## src/rtl/div_ctrl.sv

```systemverilog
`default_nettype none
// div_ctrl: DIV/DIVU/REM/REMU front end for the iterative unsigned divider.
// Define DIV_CTRL_FASTPATH_EN to resolve divide-by-zero and signed overflow without the divider.
module div_ctrl #(
  parameter int XLEN = 32
) (
  input  logic            clk_i,
  input  logic            rst_i,
  input  logic            valid_i,
  input  logic [1:0]      op_i,
  input  logic [XLEN-1:0] rs1_i,
  input  logic [XLEN-1:0] rs2_i,
  input  logic            flush_i,
  output logic [XLEN-1:0] result_o,
  output logic            valid_o,
  output logic            busy_o,
  output logic [XLEN-1:0] div_a_o,
  output logic [XLEN-1:0] div_b_o,
  output logic            div_req_o,
  output logic            div_is_q_o,
  output logic            div_flush_o,
  input  logic [XLEN-1:0] div_result_i,
  input  logic            div_ready_i
);

  typedef enum logic [1:0] {
    IDLE = 2'd0,
    WAIT = 2'd1,
    FIX  = 2'd2
  } state_t;

  localparam logic [XLEN-1:0] MIN_NEG = {1'b1, {(XLEN-1){1'b0}}};

  state_t          state;
  logic [XLEN-1:0] raw;
  logic            neg_q;
  logic            neg_r;

  logic            is_signed;
  logic            rs2_zero;
  logic            acc_neg_q;
  logic            acc_neg_r;
  logic            fast_hit;
  logic [XLEN-1:0] abs_a;
  logic [XLEN-1:0] abs_b;
  logic [XLEN-1:0] fast_raw;

  always_comb begin
    is_signed = ~op_i[0];
    rs2_zero  = (rs2_i == '0);
    acc_neg_q = is_signed & (rs1_i[XLEN-1] ^ rs2_i[XLEN-1]) & ~rs2_zero;
    acc_neg_r = is_signed & rs1_i[XLEN-1];
    abs_a     = (is_signed && rs1_i[XLEN-1]) ? -rs1_i : rs1_i;
    abs_b     = (is_signed && rs2_i[XLEN-1]) ? -rs2_i : rs2_i;
`ifdef DIV_CTRL_FASTPATH_EN
    fast_hit  = rs2_zero | (is_signed & (rs1_i == MIN_NEG) & (&rs2_i));
    // Unsigned raw value that FIX's sign correction turns into the final answer
    if (rs2_zero) begin
      fast_raw = op_i[1] ? abs_a : '1;
    end else begin
      fast_raw = op_i[1] ? '0 : abs_a;
    end
`else
    fast_hit  = 1'b0;
    fast_raw  = MIN_NEG & '0;
`endif
  end

  assign busy_o      = (state != IDLE);
  assign div_flush_o = flush_i;

  always_ff @(posedge clk_i) begin
    if (rst_i) begin
      state      <= IDLE;
      raw        <= '0;
      neg_q      <= 1'b0;
      neg_r      <= 1'b0;
      result_o   <= '0;
      valid_o    <= 1'b0;
      div_req_o  <= 1'b0;
      div_is_q_o <= 1'b0;
      div_a_o    <= '0;
      div_b_o    <= '0;
    end else begin
      valid_o <= 1'b0;
      if (flush_i) begin
        state     <= IDLE;
        div_req_o <= 1'b0;
      end else begin
        case (state)
          IDLE: begin
            if (valid_i) begin
              div_a_o    <= abs_a;
              div_b_o    <= abs_b;
              div_is_q_o <= ~op_i[1];
              neg_q      <= acc_neg_q;
              neg_r      <= acc_neg_r;
              raw        <= fast_raw;
              if (fast_hit) begin
                state <= FIX;
              end else begin
                state     <= WAIT;
                div_req_o <= 1'b1;
              end
            end
          end
          WAIT: begin
            if (div_ready_i) begin
              raw       <= div_result_i;
              div_req_o <= 1'b0;
              state     <= FIX;
            end
          end
          FIX: begin
            result_o <= (div_is_q_o ? neg_q : neg_r) ? -raw : raw;
            valid_o  <= 1'b1;
            state    <= IDLE;
          end
          default: state <= IDLE;
        endcase
      end
    end
  end

endmodule
`default_nettype wire

```

## config.mk

```make
export PLATFORM = sky130hd
export DESIGN_NAME = div_ctrl
export DESIGN_NICKNAME = d
export VERILOG_FILES = /design/src/rtl/div_ctrl.sv
export SDC_FILE = /design/constraint.sdc
export NUM_CORES = 1
export LEC_CHECK = 0
export BUFFER_PORTS_ARGS = -buffer_cell sky130_fd_sc_hd__buf_4
export CELL_PAD_IN_SITES_DETAIL_PLACEMENT = 1
export CELL_PAD_IN_SITES_GLOBAL_PLACEMENT = 1
export CORE_ASPECT_RATIO = 0.7
export CORE_MARGIN = 1
export CORE_UTILIZATION = 39
export CTS_BUF_LIST = sky130_fd_sc_hd__clkbuf_4 sky130_fd_sc_hd__clkbuf_8
export DETAILED_ROUTE_END_ITERATION = 12
export MAX_ROUTING_LAYER = met4
export PLACE_DENSITY = 0.86
export RECOVER_POWER = 50
export SYNTH_ARGS = -nofsm -noshare
export SYNTH_HDL_FRONTEND = slang
export SYNTH_SLANG_ARGS = --single-unit
```

## constraint.sdc

```tcl
create_clock -name clk_i -period 2.9 [get_ports clk_i]
set_input_delay 0.58 -clock clk_i [delete_from_list [all_inputs] [get_ports clk_i]]
set_output_delay 0.58 -clock clk_i [all_outputs]
set_load 0.02 [all_outputs]
```

-- Yosys cells after proc, flatten, opt, wreduce, memory -nomap -nowiden
Cells that the tools add are included.
Widths: inputs -> output; s select.
- register bits after elaboration: 135
- ROM bits: 0
- bits in latches: 0
- bits in writable memories: 0
- logic and storage cells: 51
- memories: 0
- input bits: 103
- div/mod/pow operators: 0
- reduce and logical (&&, ||, !) cells: 12
- shifts and indexed selects: 0
- muxes and demuxes: 14
- equality and inequality tests: 4
- $mul: 0
- order comparisons: 0
- $add $sub $neg: 3
- bitwise logic cells: 8
- operators with widths (operator ; count):
    $mux 32 ; 5
    $neg 32->32 ; 3
    $pmux 32 s2 ; 1
    $logic_not 32->1 ; 1
    $reduce_and 3->1 ; 2
    $mux 1 ; 4
    $mux 2 ; 2
    $ne 2x2->1 const B ; 2
    $not 1->1 ; 4
    $pmux 2 s2 ; 1
    $reduce_and 2->1 ; 2
    $reduce_and 4->1 ; 1
    $reduce_bool 2->1 ; 2
    $and 1x1->1 ; 3
    $eq 2x1->1 const B ; 1
    $eq 2x2->1 const B ; 1
    $logic_and 1x1->1 ; 2
    $logic_not 2->1 ; 1
    $pmux 1 s2 ; 1
    $reduce_or 2->1 ; 1
    $xor 1x1->1 ; 1

-- Longest topological paths before layout
Gate-level depths: netlist of run 1.
- word-level depth: 3
- gate-level depth with buffers: 7

-- Worst setup path before layout of run 1
Ideal clock, no wire load.
- path type: input to register
- from: in rs2_i[0]
- to: reg div_b_o[26]
- arrival: 2.028 ns
- setup time: 0.134 ns
- stages: 7
- slack: 0.738 ns
- path buffers: 0
- cell sequence: inv_1 -> ha_1 -> nor3b_1 -> nand4_2 -> nor4_1 -> mux2i_1 -> o22ai_1
- word-level cells in the longest chain between the ends: 2
- RTL lines (element ; RTL line ; text):
    from (decl) ; 12 ; input logic [XLEN-1:0] rs2_i,
    $neg 32->32 ; 54 ; abs_b = (is_signed && rs2_i[XLEN-1]) ? -rs2_i : rs2_i;
    $mux 32 ; 54 ;
    to (signal assigned) ; 94 ; div_b_o <= abs_b;
    to (decl) ; 18 ; output logic [XLEN-1:0] div_b_o,
No other way between the ends.
A chain may end at the register's enable or synchronous reset.

-- Worst setup path in the final report of run 1
- from: reg raw[0]
- to: reg result_o[22]
- word-level cells in the longest chain between the ends: 2
- RTL lines (element ; RTL line ; text):
    from (decl) ; 35 ; logic [XLEN-1:0] raw;
    from (signal assigned) ; 98 ; raw <= fast_raw;
    from (signal assigned) ; 109 ; raw <= div_result_i;
    $neg 32->32 ; 115 ; result_o <= (div_is_q_o ? neg_q : neg_r) ? -raw : raw;
    $mux 32 ; 115 ;
    to (signal assigned) ; 115 ;
    to (decl) ; 14 ; output logic [XLEN-1:0] result_o,
No other way between the ends.

==> reports/summary.txt, run 1 <==
outcome: finished, violations left
failing checks: max-capacitance violations, max-slew violations
total grt overflow: 0
largest net degree at the start of global routing: 124
final hold violation count: 0
pwr/cell area: 487.3 nW/µm²
met2 WL: 11.28 mm
top layer in use: met4
WL per Instance: 20.12 µm
# IOs: 204
CTS tree: done
Net Count, Synth: 975
Routed WL: 26.00 mm
vias in the first global route: 6958
CTS Sinks: 135
Iteration-0 DRC Markers: 586
clock-pin transition on the worst setup and hold timing paths: 0.08 ns
Pre-antenna DRT Iters: 5
GRT Util Overall: 28.20%
Post-Place Cell Area: 8894 µm²
via count: 7449
DRT met1 WL: 12.74 mm
post-cts sizing count: 0
Detailed Place HPWL: 18.72 mm
Detail Route Antenna Nets: 0
Root Buffer: clkbuf_8
Worst Tran Pin Value: 1.645 ns
DR vias/cell: 5.765
Synth Instances: 869
r2r endpoint: result_o[22]
async set-reset flop share out of synthesis: 0%
Critical Path Start Type: register
Synth top cells by count: dfxtp_1 (135), nor2_1 (97), nand2_1 (76)
CP Max Fanout: 8
endpoints failing setup: 0
ranking of synthesized cells by area: dfxtp_1 (38%), a21oi_1 (5.3%), nor2_1 (5.1%)
top-area cell type share of the netlist area: 37.97%
Layout area overhead: 24.96%
Clock Latency Late Sink: 0.46 ns
Mapped Avg Cell Area: 8.191 µm²
reg2reg path depth: 7
Die Footprint: 18800 µm²
number of buffers added for setup after CTS: 0
critical path startpoint: raw[0]
Distinct cells, synth: 64
diode count: 0
Routed met3 length: 1.679 mm
fin crit share: 83.90%
# H-tree levels: 4
Synth Cell Area: 7118 µm²
main flop type after synthesis: dfxtp_1
global-route wire length before repair: 39.61 mm
unrepaired setup endpoints after global routing: false
Warnings, synthesis: 0
Crit path required time: 3.20 ns
post-synth top area cell: dfxtp_1
FF-to-FF Start: raw[0]
Fmax: 411.0 MHz
CTS buffer count: 17
fill cell count: 2207
Clock Tree Buf Depth: 2
capture point of the worst path: result_o[22]
Initial Util: 40.64%
clk_skew: 0.01538 ns
register area share after synthesis: 37.97%
Cell Rows: 40
CORE AREA: 17520 µm²
RD Place Congestion: 0.8579
#FFs+latches synth: 135
initial antenna violation count: 0
die span in y: 115.0 µm
HP Class: in2reg
setup TNS: 0 ns
DIE WIDTH: 163.5 µm
Nets: 1154
slew margin rel.: -9.670%
Final min period: 2.433 ns
worst reg-to-reg setup slack: 0.47 ns
Crit Path Class: reg2reg
static leakage power: 3.137 nW
fraction of layout cells with a size suffix above 1: 17.44%
most common cell in the netlist: dfxtp_1
PortBufs: 203
Final Max Tran Viols: 34
Hold Buf Count CTS: 0
max cap viols: 1
DRC Markers: 0
Data arrival, critical path: 2.74 ns
design area: 8895 µm²
critical path endpoint category: register
number of synthesized flops with an enable pin: 0
IR Drop Worst-Case VDD: 213.6 µV
-- cell families (layout without fill, tap and decap cells) --
logic type	count (synthesis)	after routing	synth area share (%)
and+or+nand+nor	345	345	26.10
adders and majority gates	3	3	0.5274
xor gates and xnor gates	49	49	6.029
AOI/OAI and AO/OA	230	230	20.65
buffers and inverters	75	267	4.201
DFF	135	135	37.97
muxes	32	32	4.518
-- stage by stage --
stage	setup WS, ns	std cells	power [W]	hold slack (ns)	util, %
finish	0.4668	1292	0.004335	0.3069	50.78
global route	0.3072	1292	0.004520	0.2883	50.78
CTS	0.5310	1292	0.004412	0.2854	53.04
detailed placement	0.3822	1260	0.002800	0.4494	50.77
global placement	0.4923	1260	0.002781	0.4402	50.77
floorplan	0.7384	869	0.002419	0.4431	-
-- worst min-delay path by stage --
stage	from	to	slack, ns	cells past startpoint
after floorplan	neg_q	neg_q	0.44	1
final	op_i[1]	div_is_q_o	0.31	2
after global routing	op_i[1]	div_is_q_o	0.29	2
after detailed placement	div_b_o[29]	div_b_o[29]	0.45	2
after CTS	op_i[1]	div_is_q_o	0.29	2
after global placement	div_b_o[29]	div_b_o[29]	0.44	2
-- final cells by class --
type / count / area, µm² / share of cell area, %
clock buffers: 18 / 247.7 / 2.785
well taps: 231 / 289.0 / 3.249
multi-input cells: 659 / 4124 / 46.36
flip-flops and latches: 135 / 2703 / 30.38
inverters: 10 / 37.54 / 0.4220
repair buffers: 225 / 1345 / 15.12
clock inverters: 14 / 148.9 / 1.674
-- cell usage in the layout, fill, tap and decap left out, types with 6 or more instances in the layout --
cell      netlist  routed
dfxtp_1       135     135
buf_4           1     120
clkbuf_1       51     101
nor2_1         97      97
nand2_1        76      76
a21oi_1        75      75
a211oi_1       40      40
nand3_1        38      38
mux2i_1        31      30
nor3_1         29      29
xor2_1         29      29
o22ai_1        27      27
o21ai_0        25      25
and3_1         22      22
xnor2_1        20      20
clkbuf_8        0      18
nor4_1         16      16
o31ai_1        10      10
or3_1           9       9
inv_1           9       9
a22oi_1         9       9
o41ai_1         7       7
a31oi_1         7       7
nor4_4          6       6
or4_1           6       6
a311oi_1        6       6
o211ai_1        6       6
-- metal layers --
metal | vias up | global-route usage, %
met5 | - | -
met4 | 0 | 7.407
met3 | 19 | 5.339
met2 | 285 | 39.83
met1 | 3590 | 40.63
li1 | 3555 | -
-- worst max-delay path, stage by stage, from the launching register on --
cell	delay, ns
dfxtp_1	0.36
inv_1	0.08
ha_1	0.18
nor3b_2	0.50
nand4_4	0.30
o31ai_1	0.39
xor2_1	0.35
a211oi_1	0.12
-- state kept, by name (all words and copies together), names as in the netlist --
name and flops:
valid_o 1, result_o 32, div_req_o 1, neg_r 1
state 2, div_is_q_o 1, div_a_o 32, neg_q 1
raw 32, div_b_o 32
-- where the power goes --
part / switching (W) / internal [W]
combinational: 0.000473 / 0.000282
clock: 0.000824 / 0.000791
sequential: 0.0000458 / 0.00192
(Power assumes the default switching activity.)
==> run 2: changes to the inputs <==
==> constraint.sdc (replaced) <==
create_clock -name clk_i -period 2.3 [get_ports clk_i]
set_input_delay 0.46 -clock clk_i [delete_from_list [all_inputs] [get_ports clk_i]]
set_output_delay 0.46 -clock clk_i [all_outputs]
set_load 0.02 [all_outputs]
==> run 2 against run 1 <==
  * Design area rose by 1.1%
  * Clock skew fell by 0.0022 ns
  * Highest routed layer unchanged
  * Combinational power rose by 27%
  * Global-route usage barely moved
  * Routed wire length fell by 1.4%
  * The flow now finishes without violations
  * Final cell count rose by 1.3%
  * Worst hold slack got worse by 0.12 ns
  * Largest cell class unchanged
==> reports/summary.txt, run 2 (synthesis gave the netlist of run 1 again) <==
outcome: complete, no violations
design area: 8991 µm²
global-route wire length before repair: 39.56 mm
Clock Tree Buf Depth: 2
largest net degree at the start of global routing: 124
total grt overflow: 0
Cell Rows: 40
# H-tree levels: 4
Tot Pwr: 0.005332 W
Iteration-0 DRC Markers: 518
IR Drop Worst-Case VDD: 230.5 µV
HP Class: in2reg
Worst Tran Pin Value: 0.7967 ns
CTS Sinks: 135
slew margin rel.: 46.89%
Pre-antenna DRT Iters: 5
final hold violation count: 0
clk_skew: 0.01314 ns
DIE WIDTH: 163.5 µm
die span in y: 115.0 µm
Clock Latency Late Sink: 0.46 ns
Final Max Tran Viols: 0
DP Cell Count: 1277
Hold Buf Count CTS: 0
CP Max Fanout: 7
Routed WL: 25.62 mm
via count: 7447
number of buffers added for setup after CTS: 0
Layout area overhead: 26.31%
Data arrival, critical path: 2.38 ns
Post-Place Cell Area: 9021 µm²
final core utilization: 51.33%
CTS tree: done
Fmax: 478.9 MHz
DRC Markers: 0
GRT Util Overall: 28.17%
Detailed Place HPWL: 18.60 mm
RD Place Congestion: 0.8972
diode count: 0
Detail Route Antenna Nets: 0
Initial Util: 40.64%
endpoints failing setup: 0
fraction of layout cells with a size suffix above 1: 18.74%
Critical Path Start Type: register
Crit Path Class: reg2reg
PortBufs: 203
worst reg-to-reg setup slack: 0.21 ns
Die Footprint: 18800 µm²
CTS buffer count: 17
Crit path required time: 2.59 ns
Root Buffer: clkbuf_8
pwr/cell area: 593.0 nW/µm²
static leakage power: 3.205 nW
initial antenna violation count: 0
Nets: 1171
unrepaired setup endpoints after global routing: false
max cap viols: 0
clock-pin transition on the worst setup and hold timing paths: 0.08 ns
vias in the first global route: 7148
most frequent cells in the layout: buf_4 (136), dfxtp_1 (135), clkbuf_1 (101)
fin crit share: 90.79%
Final min period: 2.088 ns
critical path endpoint category: register
# IOs: 204
DR vias/cell: 5.689
post-route insts no fill: 1309
post-cts sizing count: 0
WL per Instance: 19.58 µm
CORE AREA: 17520 µm²
commonest non-fill, non-tap cell in the layout: buf_4
run 2: layout make-up:
class | count | area [µm²]
clock buffers | 17 | 234.0
clock inverters | 15 | 133.9
fillers | 2203 | 8526
inverters | 10 | 37.54
multi-input cells | 659 | 4124
flip-flops and latches | 135 | 2703
well taps | 231 | 289.0
repair buffers | 242 | 1470
run 2: final timing paths:
check | from | end | cells after the start
max reg2reg | raw[4] | result_o[21] | 5
max | raw[4] | result_o[21] | 5
min | op_i[1] | div_is_q_o | 2
min reg2reg | div_b_o[0] | div_b_o[0] | 2
run 2: where the power goes:
part / leakage, nW / switching (W) / total, W / internal, W
sequential: 1.10 / 0.0000633 / 0.00248 / 0.00242
combinational: 1.93 / 0.000589 / 0.000956 / 0.000366
clock: 0.177 / 0.00110 / 0.00189 / 0.000790
run 2: metrics by stage:
stage	worst slack [ns]	hold slack (ns)	setup TNS (ns)
floorplan	0.2584	0.4431	0
global placement	0.03615	0.4402	0
detailed placement	-0.01408	0.4543	-0.01717
CTS	0.2256	0.1605	0
global route	0.06868	0.1685	0
finish	0.2118	0.1881	0
run 2: critical path, cell delays in order (launching register included):
cell and delay, ns:
dfxtp_1 0.39, nor4_4 0.50, nand4_4 0.28, o21ai_0 0.29, xor2_1 0.33, a211oi_1 0.13
run 2: layer usage:
layer | share of wire [%] | vias to the layer above | global-route usage (%)
met3 | 5.1 | 33 | 5.087
met4 | 1.9 | 0 | 8.519
met5 | 0 | - | -
met2 | 42 | 227 | 39.83
li1 | - | 3600 | -
met1 | 51 | 3587 | 40.24
